**config.mk**
```make
export PLATFORM = sky130hd
export DESIGN_NAME = ps2_ascii_rx
export DESIGN_NICKNAME = d
export VERILOG_FILES = /design/src/rtl/chess_pkg.sv /design/src/rtl/ps2_scan2ascii.sv /design/src/rtl/ps2_ascii_rx.sv
export SDC_FILE = /design/constraint.sdc
export NUM_CORES = 1
export LEC_CHECK = 0
export CORE_ASPECT_RATIO = 1.2
export CORE_MARGIN = 2
export CORE_UTILIZATION = 55
export CTS_CLUSTER_SIZE = 14
export DETAILED_ROUTE_END_ITERATION = 16
export PLACE_DENSITY = 0.76
export SYNTH_ARGS = -nofsm -noshare
export SYNTH_HDL_FRONTEND = slang
export SYNTH_SLANG_ARGS = --single-unit
```
**constraint.sdc**
```tcl
create_clock -name CLK -period 2.1 [get_ports CLK]
set_input_delay 0.42 -clock CLK [delete_from_list [all_inputs] [get_ports CLK]]
set_output_delay 0.42 -clock CLK [all_outputs]
set_load 0.03 [all_outputs]
```
**src/rtl/chess_pkg.sv**
```systemverilog
// Shared PS/2 receiver constants: scan codes, ASCII codes and receive FSM states.
package chess_pkg;

  typedef enum logic [1:0] {
    IDLE   = 2'd0,
    DATA   = 2'd1,
    PARITY = 2'd2,
    STOP   = 2'd3
  } rx_state_e;

  // Prefix scan codes
  localparam logic [7:0] SC_BREAK = 8'hF0;
  localparam logic [7:0] SC_EXT   = 8'hE0;

  // Make codes for the mapped keys
  localparam logic [7:0] SC_W     = 8'h1D;
  localparam logic [7:0] SC_A     = 8'h1C;
  localparam logic [7:0] SC_S     = 8'h1B;
  localparam logic [7:0] SC_D     = 8'h23;
  localparam logic [7:0] SC_ENTER = 8'h5A;

  localparam logic [7:0] ASC_W  = 8'h57;
  localparam logic [7:0] ASC_A  = 8'h41;
  localparam logic [7:0] ASC_S  = 8'h53;
  localparam logic [7:0] ASC_D  = 8'h44;
  localparam logic [7:0] ASC_CR = 8'h0D;

  // PS/2 uses odd parity: data bits plus parity bit hold an odd number of ones.
  function automatic logic odd_parity_ok(input logic [7:0] data, input logic par);
    return ^{data, par};
  endfunction

endpackage

```
**src/rtl/ps2_scan2ascii.sv**
```systemverilog
// Combinational make-code to ASCII lookup; hit is low for unmapped codes.
module ps2_scan2ascii
  import chess_pkg::*;
(
  input  logic [7:0] scan_code,
  output logic [7:0] ascii_code,
  output logic       hit
);

  always_comb begin
    ascii_code = 8'h00;
    hit        = 1'b1;
    case (scan_code)
      SC_W:     ascii_code = ASC_W;
      SC_A:     ascii_code = ASC_A;
      SC_S:     ascii_code = ASC_S;
      SC_D:     ascii_code = ASC_D;
      SC_ENTER: ascii_code = ASC_CR;
      default:  hit        = 1'b0;
    endcase
  end

endmodule

```
**src/rtl/ps2_ascii_rx.sv**
```systemverilog
// PS/2 keyboard receiver: synchronizes the raw lines, deframes scan codes and emits ASCII.
// Define PS2_PARITY_CHECK_EN to reject frames with bad odd parity.
module ps2_ascii_rx
  import chess_pkg::*;
#(
  parameter int TIMEOUT_CYCLES = 50000
) (
  input  logic       CLK,
  input  logic       RESET,
  input  logic       PS2_CLK,
  input  logic       PS2_DATA,
  output logic [7:0] ascii,
  output logic       new_ascii,
  output logic       frame_err
);

  localparam int TO_W = $clog2(TIMEOUT_CYCLES + 1);

  logic            ps2_clk_p0, ps2_clk_p1, ps2_clk_p2;
  logic            ps2_data_p0, ps2_data_p1;
  logic            clk_fall;
  logic            bit_in;

  rx_state_e       state, state_nx;
  logic [2:0]      bit_cnt, bit_cnt_nx;
  logic [TO_W-1:0] to_cnt, to_cnt_nx;
  logic            frame_done;
  logic            timeout;
  logic            frame_ok;

  logic [7:0]      shift_reg;
  logic [7:0]      map_ascii;
  logic            map_hit;
  logic            break_pending;
  logic            ext_pending;

  // Stage p0/p1: two-flop synchronizers; p2 holds the previous clock level for edge detect.
  // Idle-high reset keeps a release from looking like a falling edge.
  always_ff @(posedge CLK or posedge RESET) begin
    if (RESET) begin
      ps2_clk_p0  <= 1'b1;
      ps2_clk_p1  <= 1'b1;
      ps2_clk_p2  <= 1'b1;
      ps2_data_p0 <= 1'b1;
      ps2_data_p1 <= 1'b1;
    end else begin
      ps2_clk_p0  <= PS2_CLK;
      ps2_clk_p1  <= ps2_clk_p0;
      ps2_clk_p2  <= ps2_clk_p1;
      ps2_data_p0 <= PS2_DATA;
      ps2_data_p1 <= ps2_data_p0;
    end
  end

  assign clk_fall = ps2_clk_p2 & ~ps2_clk_p1;
  assign bit_in   = ps2_data_p1;

  // Receive FSM state register
  always_ff @(posedge CLK or posedge RESET) begin
    if (RESET) begin
      state   <= IDLE;
      bit_cnt <= 3'd0;
      to_cnt  <= '0;
    end else begin
      state   <= state_nx;
      bit_cnt <= bit_cnt_nx;
      to_cnt  <= to_cnt_nx;
    end
  end

  always_comb begin
    state_nx   = state;
    bit_cnt_nx = bit_cnt;
    to_cnt_nx  = to_cnt;
    frame_done = 1'b0;
    timeout    = 1'b0;

    // Watchdog runs only inside a frame and restarts on every falling edge.
    if (state == IDLE || clk_fall) begin
      to_cnt_nx = '0;
    end else if (to_cnt == TO_W'(TIMEOUT_CYCLES - 1)) begin
      timeout    = 1'b1;
      to_cnt_nx  = '0;
      state_nx   = IDLE;
      bit_cnt_nx = 3'd0;
    end else begin
      to_cnt_nx = to_cnt + TO_W'(1);
    end

    if (clk_fall) begin
      case (state)
        IDLE: begin
          if (!bit_in) begin
            state_nx   = DATA;
            bit_cnt_nx = 3'd0;
          end
        end
        DATA: begin
          if (bit_cnt == 3'd7) begin
            state_nx   = PARITY;
            bit_cnt_nx = 3'd0;
          end else begin
            bit_cnt_nx = bit_cnt + 3'd1;
          end
        end
        PARITY: state_nx = STOP;
        STOP: begin
          state_nx   = IDLE;
          frame_done = 1'b1;
        end
        default: state_nx = IDLE;
      endcase
    end
  end

  // Data capture, LSB first into the top of the shift register
  always_ff @(posedge CLK) begin
    if (clk_fall && state == DATA) shift_reg <= {bit_in, shift_reg[7:1]};
  end

`ifdef PS2_PARITY_CHECK_EN
  logic parity_bit;

  always_ff @(posedge CLK) begin
    if (clk_fall && state == PARITY) parity_bit <= bit_in;
  end

  assign frame_ok = bit_in & odd_parity_ok(shift_reg, parity_bit);
`else
  assign frame_ok = bit_in;
`endif

  ps2_scan2ascii u_scan2ascii (
    .scan_code  (shift_reg),
    .ascii_code (map_ascii),
    .hit        (map_hit)
  );

  // Output stage: prefix tracking and registered one-cycle pulses
  always_ff @(posedge CLK or posedge RESET) begin
    if (RESET) begin
      break_pending <= 1'b0;
      ext_pending   <= 1'b0;
      ascii         <= 8'h00;
      new_ascii     <= 1'b0;
      frame_err     <= 1'b0;
    end else begin
      new_ascii <= 1'b0;
      frame_err <= 1'b0;
      if (timeout) begin
        frame_err     <= 1'b1;
        break_pending <= 1'b0;
        ext_pending   <= 1'b0;
      end else if (frame_done) begin
        if (!frame_ok) begin
          frame_err <= 1'b1;
        end else if (shift_reg == SC_BREAK) begin
          break_pending <= 1'b1;
        end else if (shift_reg == SC_EXT) begin
          ext_pending <= 1'b1;
        end else begin
          break_pending <= 1'b0;
          ext_pending   <= 1'b0;
          // Release codes and extended keys are swallowed along with their prefix.
          if (!break_pending && !ext_pending && map_hit) begin
            ascii     <= map_ascii;
            new_ascii <= 1'b1;
          end
        end
      end
    end
  end

endmodule
```
==> impl_metrics.xml, run 1 <==
<?xml version="1.0" encoding="UTF-8"?>
<metrics>
  <group name="die">
    <metric name="chipWidth" unit="um">60.3</metric>
    <metric name="die_area" unit="mm^2">0.00431</metric>
    <metric name="fp-row-count" unit="">24</metric>
    <metric name="ioPinCount" unit="">14</metric>
    <metric name="floorplan.initialDensity" unit="%">57.5</metric>
    <metric name="floorplan.core_area" unit="mm^2">0.00363</metric>
    <metric name="chipHeight" unit="um">71.5</metric>
  </group>
  <group name="synth">
    <metric name="synth-compound-area-share" unit="%">10.9</metric>
    <metric name="synth_xor_area_share" unit="%">5.45</metric>
    <metric name="sequential_to_total_area_share_from_yosys_stat" unit="%">53.7</metric>
    <metric name="yosys_warnings" unit="">0</metric>
    <metric name="ys_ff_latch" unit="">43</metric>
    <metric name="synth_area" unit="mm^2">0.00209</metric>
    <metric name="largest_family_of_logic_cells_by_synthesized_area" unit="">simple AND/OR/NAND/NOR gates</metric>
    <metric name="synthMostInstantiatedCell" unit="">sky130_fd_sc_hd__dfrtp_1</metric>
    <metric name="cell_type_contributing_the_most_total_cell_area_after_synthesis" unit="">sky130_fd_sc_hd__dfrtp_1</metric>
    <metric name="post_synth_and_or_nand_nor_area_fraction" unit="%">23.8</metric>
    <metric name="ys_async_sr_fraction" unit="%">81.4</metric>
    <metric name="synth_top_cells_by_area" unit="">sky130_fd_sc_hd__dfrtp_1, sky130_fd_sc_hd__edfxtp_1, sky130_fd_sc_hd__dfstp_2</metric>
    <metric name="number_of_flops_mapped_to_enable_cells_by_yosys" unit="">8</metric>
    <metric name="synthesized_instance_count" unit="">195</metric>
    <metric name="average_size_of_a_mapped_cell" unit="um^2">10.7</metric>
    <metric name="synth.mux.area_fraction" unit="%">0.479</metric>
    <metric name="ys_dominant_reg_cell" unit="">sky130_fd_sc_hd__dfrtp_1</metric>
    <metric name="netlist-cell-type-count" unit="">51</metric>
    <metric name="yosysTopAreaCellShare" unit="%">35.9</metric>
    <metric name="synth-adder-area-share" unit="%">1.80</metric>
    <metric name="synth_cell_count_leaders" unit="">sky130_fd_sc_hd__dfrtp_1, sky130_fd_sc_hd__nor2_1, sky130_fd_sc_hd__xnor2_1</metric>
  </group>
  <group name="timing">
    <metric name="clock-skew-final" unit="ns">0.00335</metric>
    <metric name="timing.final.hold_violations" unit="">0</metric>
    <metric name="final.min_clock_period" unit="ns">1.83</metric>
    <metric name="final_min_period_over_clock_period" unit="%">87.3</metric>
    <metric name="fmaxAchievable" unit="MHz">545</metric>
    <metric name="rsz0062_at_grt" unit="">false</metric>
    <metric name="final.setup.tns" unit="ns">0</metric>
    <metric name="worst_slew_margin_rel" unit="%">61.9</metric>
    <metric name="setup_violations" unit="">0</metric>
    <metric name="max_slew.worst_pin.slew" unit="ns">0.566</metric>
    <metric name="final_max_slew_viol_count" unit="">0</metric>
  </group>
  <group name="global_route">
    <metric name="vias_in_the_first_global_route" unit="">1647</metric>
    <metric name="initial_antenna_violation_count" unit="">0</metric>
    <metric name="wire_length_of_the_first_global_routing_pass" unit="mm">7.25</metric>
    <metric name="overall_global_routing_usage" unit="%">22.4</metric>
    <metric name="grt_start_max_net_pins" unit="">36</metric>
    <metric name="grt-ovfl-total" unit="">0</metric>
  </group>
  <group name="final_layout">
    <metric name="postLayoutCellArea" unit="mm^2">0.00235</metric>
    <metric name="num_antenna_cells" unit="">0</metric>
    <metric name="multi_input_area" unit="um^2">895</metric>
    <metric name="num-fill-cells" unit="">286</metric>
    <metric name="register_area" unit="mm^2">0.00112</metric>
    <metric name="layout.core_utilization" unit="%">64.7</metric>
    <metric name="final_nets" unit="">219</metric>
    <metric name="non_filler_instance_count_after_layout" unit="">265</metric>
    <metric name="largest_reg_flops" unit="">16</metric>
    <metric name="final_layout_size_suffix_gt1_share" unit="%">10.3</metric>
    <metric name="area.growth.synth_to_final" unit="%">12.4</metric>
  </group>
  <group name="clock_network">
    <metric name="clk_path_buf_depth" unit="">2</metric>
    <metric name="postCtsResizedCells" unit="">0</metric>
    <metric name="cts.hold.buffers_added" unit="">0</metric>
    <metric name="tritoncts" unit="">done</metric>
    <metric name="number_of_buffers_added_for_setup_after_cts" unit="">0</metric>
    <metric name="clkSlewWorstSetupHoldPaths" unit="ns">0.07</metric>
    <metric name="clock_insertion_delay_worst_skew" unit="ns">0.29</metric>
    <metric name="clock_sinks" unit="">43</metric>
    <metric name="clock_tree.root_cell" unit="">sky130_fd_sc_hd__clkbuf_8</metric>
    <metric name="cts_bufs_inserted" unit="">5</metric>
    <metric name="cts_htree_levels" unit="">2</metric>
  </group>
  <group name="place">
    <metric name="post_dp_cell_area" unit="mm^2">0.00227</metric>
    <metric name="post-place-cells" unit="">257</metric>
    <metric name="buffer_ports.inserted" unit="">11</metric>
    <metric name="globalplace.congestion" unit="">0.844</metric>
    <metric name="dpl.hpwl" unit="mm">3.07</metric>
  </group>
  <group name="worst_hold_path">
    <metric name="min_delay_path_depth" unit="">0</metric>
    <metric name="tightest_hold_check_type" unit="">flop to flop</metric>
    <metric name="min-delay-start" unit="">ps2_data_p0</metric>
  </group>
  <group name="worst_setup_path">
    <metric name="timing.setup.critical_path_class" unit="">flop to flop</metric>
    <metric name="cp_top_family" unit="">simple AND/OR/NAND/NOR gates</metric>
    <metric name="timing.critical_path.to_type" unit="">flop</metric>
    <metric name="timing.critical_path.slowest_stage_cell" unit="">sky130_fd_sc_hd__or4bb_1</metric>
    <metric name="timing.reg2reg.worst_path_depth" unit="">4</metric>
    <metric name="cp-startpoint" unit="">shift_reg[6]</metric>
    <metric name="critical_path_arrival" unit="ns">2.01</metric>
    <metric name="critical_path.max_fanout" unit="">8</metric>
    <metric name="crit_path_max_incr_delay" unit="ns">0.54</metric>
    <metric name="critical_path_required" unit="ns">2.28</metric>
    <metric name="path_depth" unit="">4</metric>
    <metric name="setup.worst_path.start_class" unit="">flop</metric>
    <metric name="r2r-start" unit="">shift_reg[6]</metric>
    <metric name="worstPathCellList" unit="">or4bb_1 -&gt; a21o_1 -&gt; and2_1 -&gt; a221o_1</metric>
    <metric name="critical_path.n_buffers_inverters" unit="">0</metric>
  </group>
  <group name="route">
    <metric name="drcViolationCount" unit="">0</metric>
    <metric name="detailroute.via_count" unit="">1545</metric>
    <metric name="post_drt_wl_per_cell" unit="um">15.4</metric>
    <metric name="detail_route.first_pass.iterations" unit="">4</metric>
    <metric name="initialDrtViolationCount" unit="">66</metric>
    <metric name="drt-total-wl" unit="mm">4.09</metric>
    <metric name="drt.antenna.violating_nets" unit="">0</metric>
    <metric name="vias_per_cell" unit="">5.83</metric>
  </group>
  <group name="power">
    <metric name="peakVddDrop" unit="V">0.000429</metric>
    <metric name="total_leakage_power" unit="nW">0.923</metric>
    <metric name="power_per_cell_area" unit="mW/mm^2">655</metric>
  </group>
  <group name="run_status">
    <metric name="outcome" unit="">completed</metric>
  </group>
  <group name="job">
    <metric name="cap_violations" unit="">0</metric>
  </group>
</metrics>
## worst paths after layout
kind / endpoint / slack [ns]
max in group asynchronous: ps2_clk_p0 / 1.23
worst min register to register: bit_in / 0.36
worst min-delay path: bit_in / 0.36
min in group asynchronous: state[1] / 0.54
worst max-delay path: ascii[6] / 0.27
worst max register to register: ascii[6] / 0.27
## layout by cell type (no fill, tap or decap), types with 3 or more instances in the layout
cell type                         Yosys  layout
sky130_fd_sc_hd__a21oi_1              7       7
sky130_fd_sc_hd__a22o_1               6       6
sky130_fd_sc_hd__buf_4                3       6
sky130_fd_sc_hd__clkbuf_8             0       5
sky130_fd_sc_hd__clkdlybuf4s50_1      0      11
sky130_fd_sc_hd__dfrtp_1             30      30
sky130_fd_sc_hd__dfstp_2              5       5
sky130_fd_sc_hd__edfxtp_1             8       8
sky130_fd_sc_hd__ha_1                 3       3
sky130_fd_sc_hd__inv_1                9       9
sky130_fd_sc_hd__nand2_1              5       5
sky130_fd_sc_hd__nand2b_1             5       5
sky130_fd_sc_hd__nand3_1              7       7
sky130_fd_sc_hd__nand4_1              8       8
sky130_fd_sc_hd__nand4bb_1            3       3
sky130_fd_sc_hd__nor2_1              26      26
sky130_fd_sc_hd__nor3_1               4       4
sky130_fd_sc_hd__nor4_1               4       4
sky130_fd_sc_hd__o211ai_1             3       3
sky130_fd_sc_hd__o21ai_0              6       6
sky130_fd_sc_hd__xnor2_1             11      11
## stage by stage
stage	setup slack [ns]	power, mW	hold slack [ns]
5_1_grt	0.196	1.62	0.363
3_5_place_dp	0.281	1.08	0.347
4_1_cts	0.273	1.56	0.358
3_3_place_gp	0.331	1.06	0.346
2_1_floorplan	0.324	1.03	0.345
6_report	0.266	1.54	0.356
## worst reg2reg max path, stage by stage (launching register included)
cell and delay (ns):
sky130_fd_sc_hd__edfxtp_1 0.49, sky130_fd_sc_hd__or4bb_1 0.54, sky130_fd_sc_hd__a21o_1 0.21, sky130_fd_sc_hd__and2_1 0.16
sky130_fd_sc_hd__a221o_1 0.31
## cell type report
cell class / instances / area share (%)
Sequential cell: 43 / 47.7
Multi-Input combinational cell: 136 / 38.1
Timing Repair Buffer: 17 / 6.60
Clock buffer: 6 / 3.09
Tap cell: 52 / 2.77
Inverter: 9 / 1.44
Clock inverter: 2 / 0.319
## report_power, final
part           leakage, nW  total [mW]  internal [mW]  switching [mW]
Clock               0.0403       0.477          0.226           0.251
Combinational        0.359       0.132         0.0559          0.0756
Sequential           0.524       0.930          0.893          0.0375
## kinds of logic (layout without fill, tap and decap cells)
logic type	after synthesis	count (layout)
other	1	2
and+or+nand+nor	84	84
AOI/OAI and AO/OA	33	33
muxes	1	1
xor gates and xnor gates	13	13
buffers and inverters	17	34
adders and majority gates	3	3
DFF	43	43
## routing by layer
metal / track usage [%] / wire length (um) / part of all wire [%]
met2: 38.6 / 2250 / 55
met3: 5.23 / 105 / 2.6
met4: 10.4 / 101 / 2.5
met5: 0 / 0 / 0
met1: 25.7 / 1640 / 40
(Power assumes the default switching activity.)
==> run 2: changes to the inputs <==
CORE_MARGIN = not set   (was 2)
RECOVER_POWER = 100   (was not set)
==> impl_metrics.xml, run 2 (same netlist as run 1, synthesis figures left out) <==
<?xml version="1.0" encoding="UTF-8"?>
<metrics>
  <group name="die">
    <metric name="floorplan.initialDensity" unit="%">57.5</metric>
    <metric name="die_area" unit="mm^2">0.00405</metric>
    <metric name="chipWidth" unit="um">58.3</metric>
    <metric name="chipHeight" unit="um">69.5</metric>
    <metric name="ioPinCount" unit="">14</metric>
    <metric name="fp-row-count" unit="">24</metric>
    <metric name="floorplan.core_area" unit="mm^2">0.00363</metric>
  </group>
  <group name="global_route">
    <metric name="overall_global_routing_usage" unit="%">22.2</metric>
    <metric name="gr-usage-met3" unit="%">5.78</metric>
    <metric name="vias_in_the_first_global_route" unit="">1548</metric>
    <metric name="grt_util_met1" unit="%">26.1</metric>
    <metric name="grt_start_max_net_pins" unit="">36</metric>
    <metric name="layer_with_the_highest_usage_after_global_routing" unit="">met2</metric>
    <metric name="grt-ovfl-total" unit="">0</metric>
    <metric name="initial_antenna_violation_count" unit="">0</metric>
    <metric name="use_met2" unit="%">38.1</metric>
    <metric name="wire_length_of_the_first_global_routing_pass" unit="mm">6.79</metric>
  </group>
  <group name="final_layout">
    <metric name="area.growth.synth_to_final" unit="%">11.3</metric>
    <metric name="layout.core_utilization" unit="%">64.0</metric>
    <metric name="largest_reg_flops" unit="">16</metric>
    <metric name="final_layout_size_suffix_gt1_share" unit="%">7.98</metric>
    <metric name="register_area" unit="mm^2">0.00112</metric>
    <metric name="non_filler_instance_count_after_layout" unit="">265</metric>
    <metric name="multi_input_area" unit="um^2">888</metric>
    <metric name="final_nets" unit="">219</metric>
    <metric name="num-fill-cells" unit="">299</metric>
    <metric name="num_antenna_cells" unit="">0</metric>
    <metric name="final_cell_mix" unit="">sky130_fd_sc_hd__dfrtp_1, sky130_fd_sc_hd__nor2_1, sky130_fd_sc_hd__xnor2_1, sky130_fd_sc_hd__dlygate4sd3_1, sky130_fd_sc_hd__inv_1</metric>
    <metric name="layout_commonest_cell" unit="">sky130_fd_sc_hd__dfrtp_1</metric>
  </group>
  <group name="job">
    <metric name="cap_violations" unit="">0</metric>
  </group>
  <group name="power">
    <metric name="total_power" unit="mW">1.55</metric>
    <metric name="seq_power_share" unit="%">59.9</metric>
    <metric name="total_leakage_power" unit="nW">0.913</metric>
    <metric name="power.share.switching" unit="%">24.2</metric>
    <metric name="power.share.combinational" unit="%">8.0</metric>
    <metric name="power_switching" unit="mW">0.374</metric>
    <metric name="p_int" unit="mW">1.18</metric>
    <metric name="share_clk_of_total_power" unit="%">32.2</metric>
    <metric name="power_per_cell_area" unit="mW/mm^2">666</metric>
    <metric name="peakVddDrop" unit="V">0.000512</metric>
  </group>
  <group name="clock_network">
    <metric name="cts.hold.buffers_added" unit="">0</metric>
    <metric name="clkSlewWorstSetupHoldPaths" unit="ns">0.08</metric>
    <metric name="clock_insertion_delay_worst_skew" unit="ns">0.29</metric>
    <metric name="tritoncts" unit="">done</metric>
    <metric name="clock_tree.root_cell" unit="">sky130_fd_sc_hd__clkbuf_8</metric>
    <metric name="clk_path_buf_depth" unit="">2</metric>
    <metric name="cts_htree_levels" unit="">2</metric>
    <metric name="postCtsResizedCells" unit="">0</metric>
    <metric name="clock_sinks" unit="">43</metric>
    <metric name="cts_bufs_inserted" unit="">5</metric>
    <metric name="number_of_buffers_added_for_setup_after_cts" unit="">0</metric>
  </group>
  <group name="place">
    <metric name="buffer_ports.inserted" unit="">11</metric>
    <metric name="globalplace.congestion" unit="">0.827</metric>
    <metric name="post-place-cells" unit="">257</metric>
    <metric name="dpl.hpwl" unit="mm">2.90</metric>
  </group>
  <group name="worst_setup_path">
    <metric name="timing.rr.end" unit="">shift_reg[0]</metric>
    <metric name="critical_path.max_fanout" unit="">8</metric>
    <metric name="timing.reg2reg.worst_path_depth" unit="">5</metric>
    <metric name="critical_path_arrival" unit="ns">1.86</metric>
    <metric name="setup.worst_path.start_class" unit="">flop</metric>
    <metric name="r2r-start" unit="">ps2_clk_p2</metric>
    <metric name="critical_path_required" unit="ns">2.09</metric>
    <metric name="timing.critical_path.to_type" unit="">flop</metric>
    <metric name="r2r_setup_slack" unit="ns">0.23</metric>
    <metric name="timing.setup.critical_path_class" unit="">flop to flop</metric>
  </group>
  <group name="route">
    <metric name="drt-total-wl" unit="mm">3.98</metric>
    <metric name="vias_per_cell" unit="">5.72</metric>
    <metric name="detailroute.via_count" unit="">1516</metric>
    <metric name="detail_route.first_pass.iterations" unit="">4</metric>
    <metric name="post_drt_wl_per_cell" unit="um">15.0</metric>
    <metric name="drt.antenna.violating_nets" unit="">0</metric>
    <metric name="initialDrtViolationCount" unit="">60</metric>
    <metric name="drcViolationCount" unit="">0</metric>
  </group>
  <group name="timing">
    <metric name="rsz0062_at_grt" unit="">false</metric>
    <metric name="final.min_clock_period" unit="ns">1.87</metric>
    <metric name="timing.final.hold_violations" unit="">0</metric>
    <metric name="fmaxAchievable" unit="MHz">534</metric>
    <metric name="final_max_slew_viol_count" unit="">0</metric>
    <metric name="hold-worst-slack" unit="ns">0.362</metric>
    <metric name="final.setup.tns" unit="ns">0</metric>
    <metric name="setup_violations" unit="">0</metric>
    <metric name="worst_slew_margin_rel" unit="%">44.6</metric>
    <metric name="final_min_period_over_clock_period" unit="%">89.2</metric>
    <metric name="clock-skew-final" unit="ns">0.0130</metric>
    <metric name="max_slew.worst_pin.slew" unit="ns">0.831</metric>
  </group>
  <group name="run_status">
    <metric name="outcome" unit="">completed</metric>
  </group>
  <group name="worst_hold_path">
    <metric name="min_to" unit="">bit_in</metric>
    <metric name="tightest_hold_check_type" unit="">flop to flop</metric>
    <metric name="min_delay_path_depth" unit="">0</metric>
    <metric name="min-delay-start" unit="">ps2_data_p0</metric>
  </group>
</metrics>
## run 2: cell count changes in the layout (fill, tap and decap cells not counted), sizes merged
cell | before | now
clkdlybuf4s50 | 11 | 0
dlygate4sd3 | 0 | 11
clkbuf | 6 | 13
buf | 6 | 0
clkinv | 2 | 1
## run 2: per-layer routing
metal	vias to the layer above	routed length [um]	part of all wire [%]
li1	739	-	-
met1	744	1640	41
met2	25	2140	54
met3	8	127	3.2
met4	0	69	1.7
met5	-	0	0
## run 2: how the worst max path moves through the flow
stage                    to         start  depth (start not counted)  slack, ns
3_3_place_gp       ascii[6]  shift_reg[6]                          4       0.34
6_report       shift_reg[0]    ps2_clk_p2                          5       0.23
3_5_place_dp       ascii[6]  shift_reg[6]                          4       0.30
5_1_grt         ext_pending  shift_reg[1]                          6        0.1
4_1_cts            ascii[6]  shift_reg[6]                          4       0.27
2_1_floorplan      ascii[6]  shift_reg[1]                          5       0.32
## run 2: final cells by class
type	instances	area share, %
sequential	43	48.2
multi-input combinational	136	38.2
timing repair buffer	17	5.86
clock buffer	7	3.28
tap	52	2.80
inverter	9	1.45
clock inverter	1	0.215
## run 2: metrics by stage
stage / setup slack, ns / area [um^2]
2_1_floorplan: 0.324 / 2090
3_3_place_gp: 0.336 / 2270
3_5_place_dp: 0.296 / 2270
4_1_cts: 0.273 / 2350
5_1_grt: 0.0995 / 2330
6_report: 0.226 / 2330
## run 2: power by group through the flow
stage               Clock [mW]  Sequential (mW)  Combinational, mW
finish                   0.499            0.928              0.123
global route             0.539            0.935              0.144
CTS                      0.504            0.929              0.132
detailed placement           0            0.945              0.132
global placement             0            0.942              0.123
floorplan                    0            0.929              0.106
## run 2: worst max-delay path: stages (launching register included)
cell and delay [ns]:
sky130_fd_sc_hd__dfstp_2 0.53, sky130_fd_sc_hd__nor2b_1 0.18, sky130_fd_sc_hd__clkbuf_1 0.23, sky130_fd_sc_hd__nand2_1 0.10, sky130_fd_sc_hd__nor2_1 0.24, sky130_fd_sc_hd__clkbuf_2 0.29
==> run 3: changes to the inputs <==
CORE_MARGIN = 5   (was not set)
==> impl_metrics.xml, run 3 (same netlist as run 1, synthesis figures left out) <==
<?xml version="1.0" encoding="UTF-8"?>
<metrics>
  <group name="power">
    <metric name="total_leakage_power" unit="nW">0.918</metric>
    <metric name="total_power" unit="mW">1.54</metric>
    <metric name="power_per_cell_area" unit="mW/mm^2">656</metric>
    <metric name="peakVddDrop" unit="V">0.000493</metric>
  </group>
  <group name="timing">
    <metric name="hold-worst-slack" unit="ns">0.368</metric>
    <metric name="final.min_clock_period" unit="ns">1.85</metric>
    <metric name="setup_violations" unit="">0</metric>
    <metric name="worst_slew_margin_rel" unit="%">42.3</metric>
    <metric name="fmaxAchievable" unit="MHz">539</metric>
    <metric name="clock-skew-final" unit="ns">0.00181</metric>
    <metric name="max_slew.worst_pin.slew" unit="ns">0.866</metric>
    <metric name="final_min_period_over_clock_period" unit="%">88.3</metric>
    <metric name="setup_ws" unit="ns">0.246</metric>
    <metric name="final_max_slew_viol_count" unit="">0</metric>
    <metric name="timing.final.hold_violations" unit="">0</metric>
    <metric name="rsz0062_at_grt" unit="">false</metric>
    <metric name="final.setup.tns" unit="ns">0</metric>
  </group>
  <group name="place">
    <metric name="post_dp_cell_area" unit="mm^2">0.00227</metric>
    <metric name="post-place-cells" unit="">257</metric>
    <metric name="dpl.hpwl" unit="mm">2.88</metric>
    <metric name="globalplace.congestion" unit="">0.883</metric>
    <metric name="dp_worst_setup_slack" unit="ns">0.294</metric>
    <metric name="buffer_ports.inserted" unit="">11</metric>
  </group>
  <group name="route">
    <metric name="detail_route.first_pass.iterations" unit="">4</metric>
    <metric name="drt-total-wl" unit="mm">3.93</metric>
    <metric name="post_drt_wl_per_cell" unit="um">14.8</metric>
    <metric name="drt.antenna.violating_nets" unit="">0</metric>
    <metric name="detailroute.via_count" unit="">1538</metric>
    <metric name="initialDrtViolationCount" unit="">104</metric>
    <metric name="drcViolationCount" unit="">0</metric>
    <metric name="vias_per_cell" unit="">5.80</metric>
  </group>
  <group name="clock_network">
    <metric name="clkSlewWorstSetupHoldPaths" unit="ns">0.07</metric>
    <metric name="number_of_buffers_added_for_setup_after_cts" unit="">0</metric>
    <metric name="clock_insertion_delay_worst_skew" unit="ns">0.29</metric>
    <metric name="clk_path_buf_depth" unit="">2</metric>
    <metric name="tritoncts" unit="">done</metric>
    <metric name="cts_htree_levels" unit="">2</metric>
    <metric name="cts.hold.buffers_added" unit="">0</metric>
    <metric name="clock_tree.root_cell" unit="">sky130_fd_sc_hd__clkbuf_8</metric>
    <metric name="clock_sinks" unit="">43</metric>
    <metric name="postCtsResizedCells" unit="">0</metric>
    <metric name="cts_bufs_inserted" unit="">5</metric>
  </group>
  <group name="final_layout">
    <metric name="multi_input_area" unit="um^2">895</metric>
    <metric name="register_area" unit="mm^2">0.00112</metric>
    <metric name="layout_commonest_cell" unit="">sky130_fd_sc_hd__dfrtp_1</metric>
    <metric name="final_layout_size_suffix_gt1_share" unit="%">8.92</metric>
    <metric name="area.growth.synth_to_final" unit="%">11.9</metric>
    <metric name="layout.core_utilization" unit="%">63.9</metric>
    <metric name="final_cell_mix" unit="">sky130_fd_sc_hd__dfrtp_1, sky130_fd_sc_hd__nor2_1, sky130_fd_sc_hd__xnor2_1, sky130_fd_sc_hd__dlygate4sd3_1, sky130_fd_sc_hd__inv_1</metric>
    <metric name="largest_reg_flops" unit="">16</metric>
    <metric name="non_filler_instance_count_after_layout" unit="">265</metric>
    <metric name="num-fill-cells" unit="">318</metric>
    <metric name="num_antenna_cells" unit="">0</metric>
    <metric name="final_nets" unit="">219</metric>
    <metric name="postLayoutCellArea" unit="mm^2">0.00234</metric>
  </group>
  <group name="worst_setup_path">
    <metric name="critical_path.n_buffers_inverters" unit="">1</metric>
    <metric name="timing.setup.critical_path_class" unit="">flop to output pin</metric>
    <metric name="critical_path.max_fanout" unit="">4</metric>
    <metric name="worstPathCellList" unit="">dlygate4sd3_1</metric>
    <metric name="crit_path_max_incr_delay" unit="ns">0.77</metric>
    <metric name="timing.critical_path.to_type" unit="">output pin</metric>
    <metric name="setup.worst_path.start_class" unit="">flop</metric>
    <metric name="critical_path_required" unit="ns">1.68</metric>
    <metric name="cp_top_family" unit="">buffers and inverters</metric>
    <metric name="timing.critical_path.slowest_stage_cell" unit="">sky130_fd_sc_hd__dlygate4sd3_1</metric>
    <metric name="critical_path_arrival" unit="ns">1.43</metric>
  </group>
  <group name="global_route">
    <metric name="initial_antenna_violation_count" unit="">0</metric>
    <metric name="wire_length_of_the_first_global_routing_pass" unit="mm">6.93</metric>
    <metric name="vias_in_the_first_global_route" unit="">1548</metric>
    <metric name="overall_global_routing_usage" unit="%">17.2</metric>
    <metric name="grt_start_max_net_pins" unit="">36</metric>
    <metric name="grt-ovfl-total" unit="">0</metric>
  </group>
  <group name="die">
    <metric name="ioPinCount" unit="">14</metric>
    <metric name="chipHeight" unit="um">77.5</metric>
    <metric name="floorplan.core_area" unit="mm^2">0.00366</metric>
    <metric name="fp-row-count" unit="">24</metric>
    <metric name="die_area" unit="mm^2">0.00514</metric>
    <metric name="chipWidth" unit="um">66.3</metric>
    <metric name="floorplan.initialDensity" unit="%">57.1</metric>
  </group>
  <group name="run_status">
    <metric name="outcome" unit="">completed</metric>
  </group>
  <group name="worst_hold_path">
    <metric name="tightest_hold_check_type" unit="">flop to flop</metric>
  </group>
  <group name="job">
    <metric name="cap_violations" unit="">0</metric>
  </group>
</metrics>
## run 3: routing by layer
layer	track usage, %	share of wire, %
met5	0	0
met4	7.52	2.0
met3	5.06	3.5
met2	28.8	52
met1	20.1	43
## run 3: cell type report
| class | count | share of cell area (%) |
|---|---|---|
| inverters | 9 | 1.44 |
| well taps | 52 | 2.78 |
| multi-input cells | 136 | 38.2 |
| repair buffers | 17 | 6.10 |
| clock buffers | 7 | 3.26 |
| clock inverters | 1 | 0.214 |
| flip-flops and latches | 43 | 48.0 |
## run 3: final timing paths
| check | startpoint | end | slack [ns] | cells after the start |
|---|---|---|---|---|
| hold reg to reg | ps2_clk_p0 | ps2_clk_p1 | 0.37 | 0 |
| max in group asynchronous | RESET | ascii[0] | 0.74 | 3 |
| setup reg to reg | shift_reg[1] | ascii[6] | 0.26 | 5 |
| setup / recovery | ascii[4] | ascii[4] | 0.25 | 1 |
| hold / removal | ps2_clk_p0 | ps2_clk_p1 | 0.37 | 0 |
| min in group asynchronous | RESET | state[1] | 0.82 | 3 |
## run 3: where the power goes
group / leakage [nW] / switching (mW) / internal [mW]
clock: 0.0422 / 0.251 / 0.233
combinational: 0.353 / 0.0722 / 0.0507
sequential: 0.523 / 0.0367 / 0.892
total: 0.918 / 0.360 / 1.18
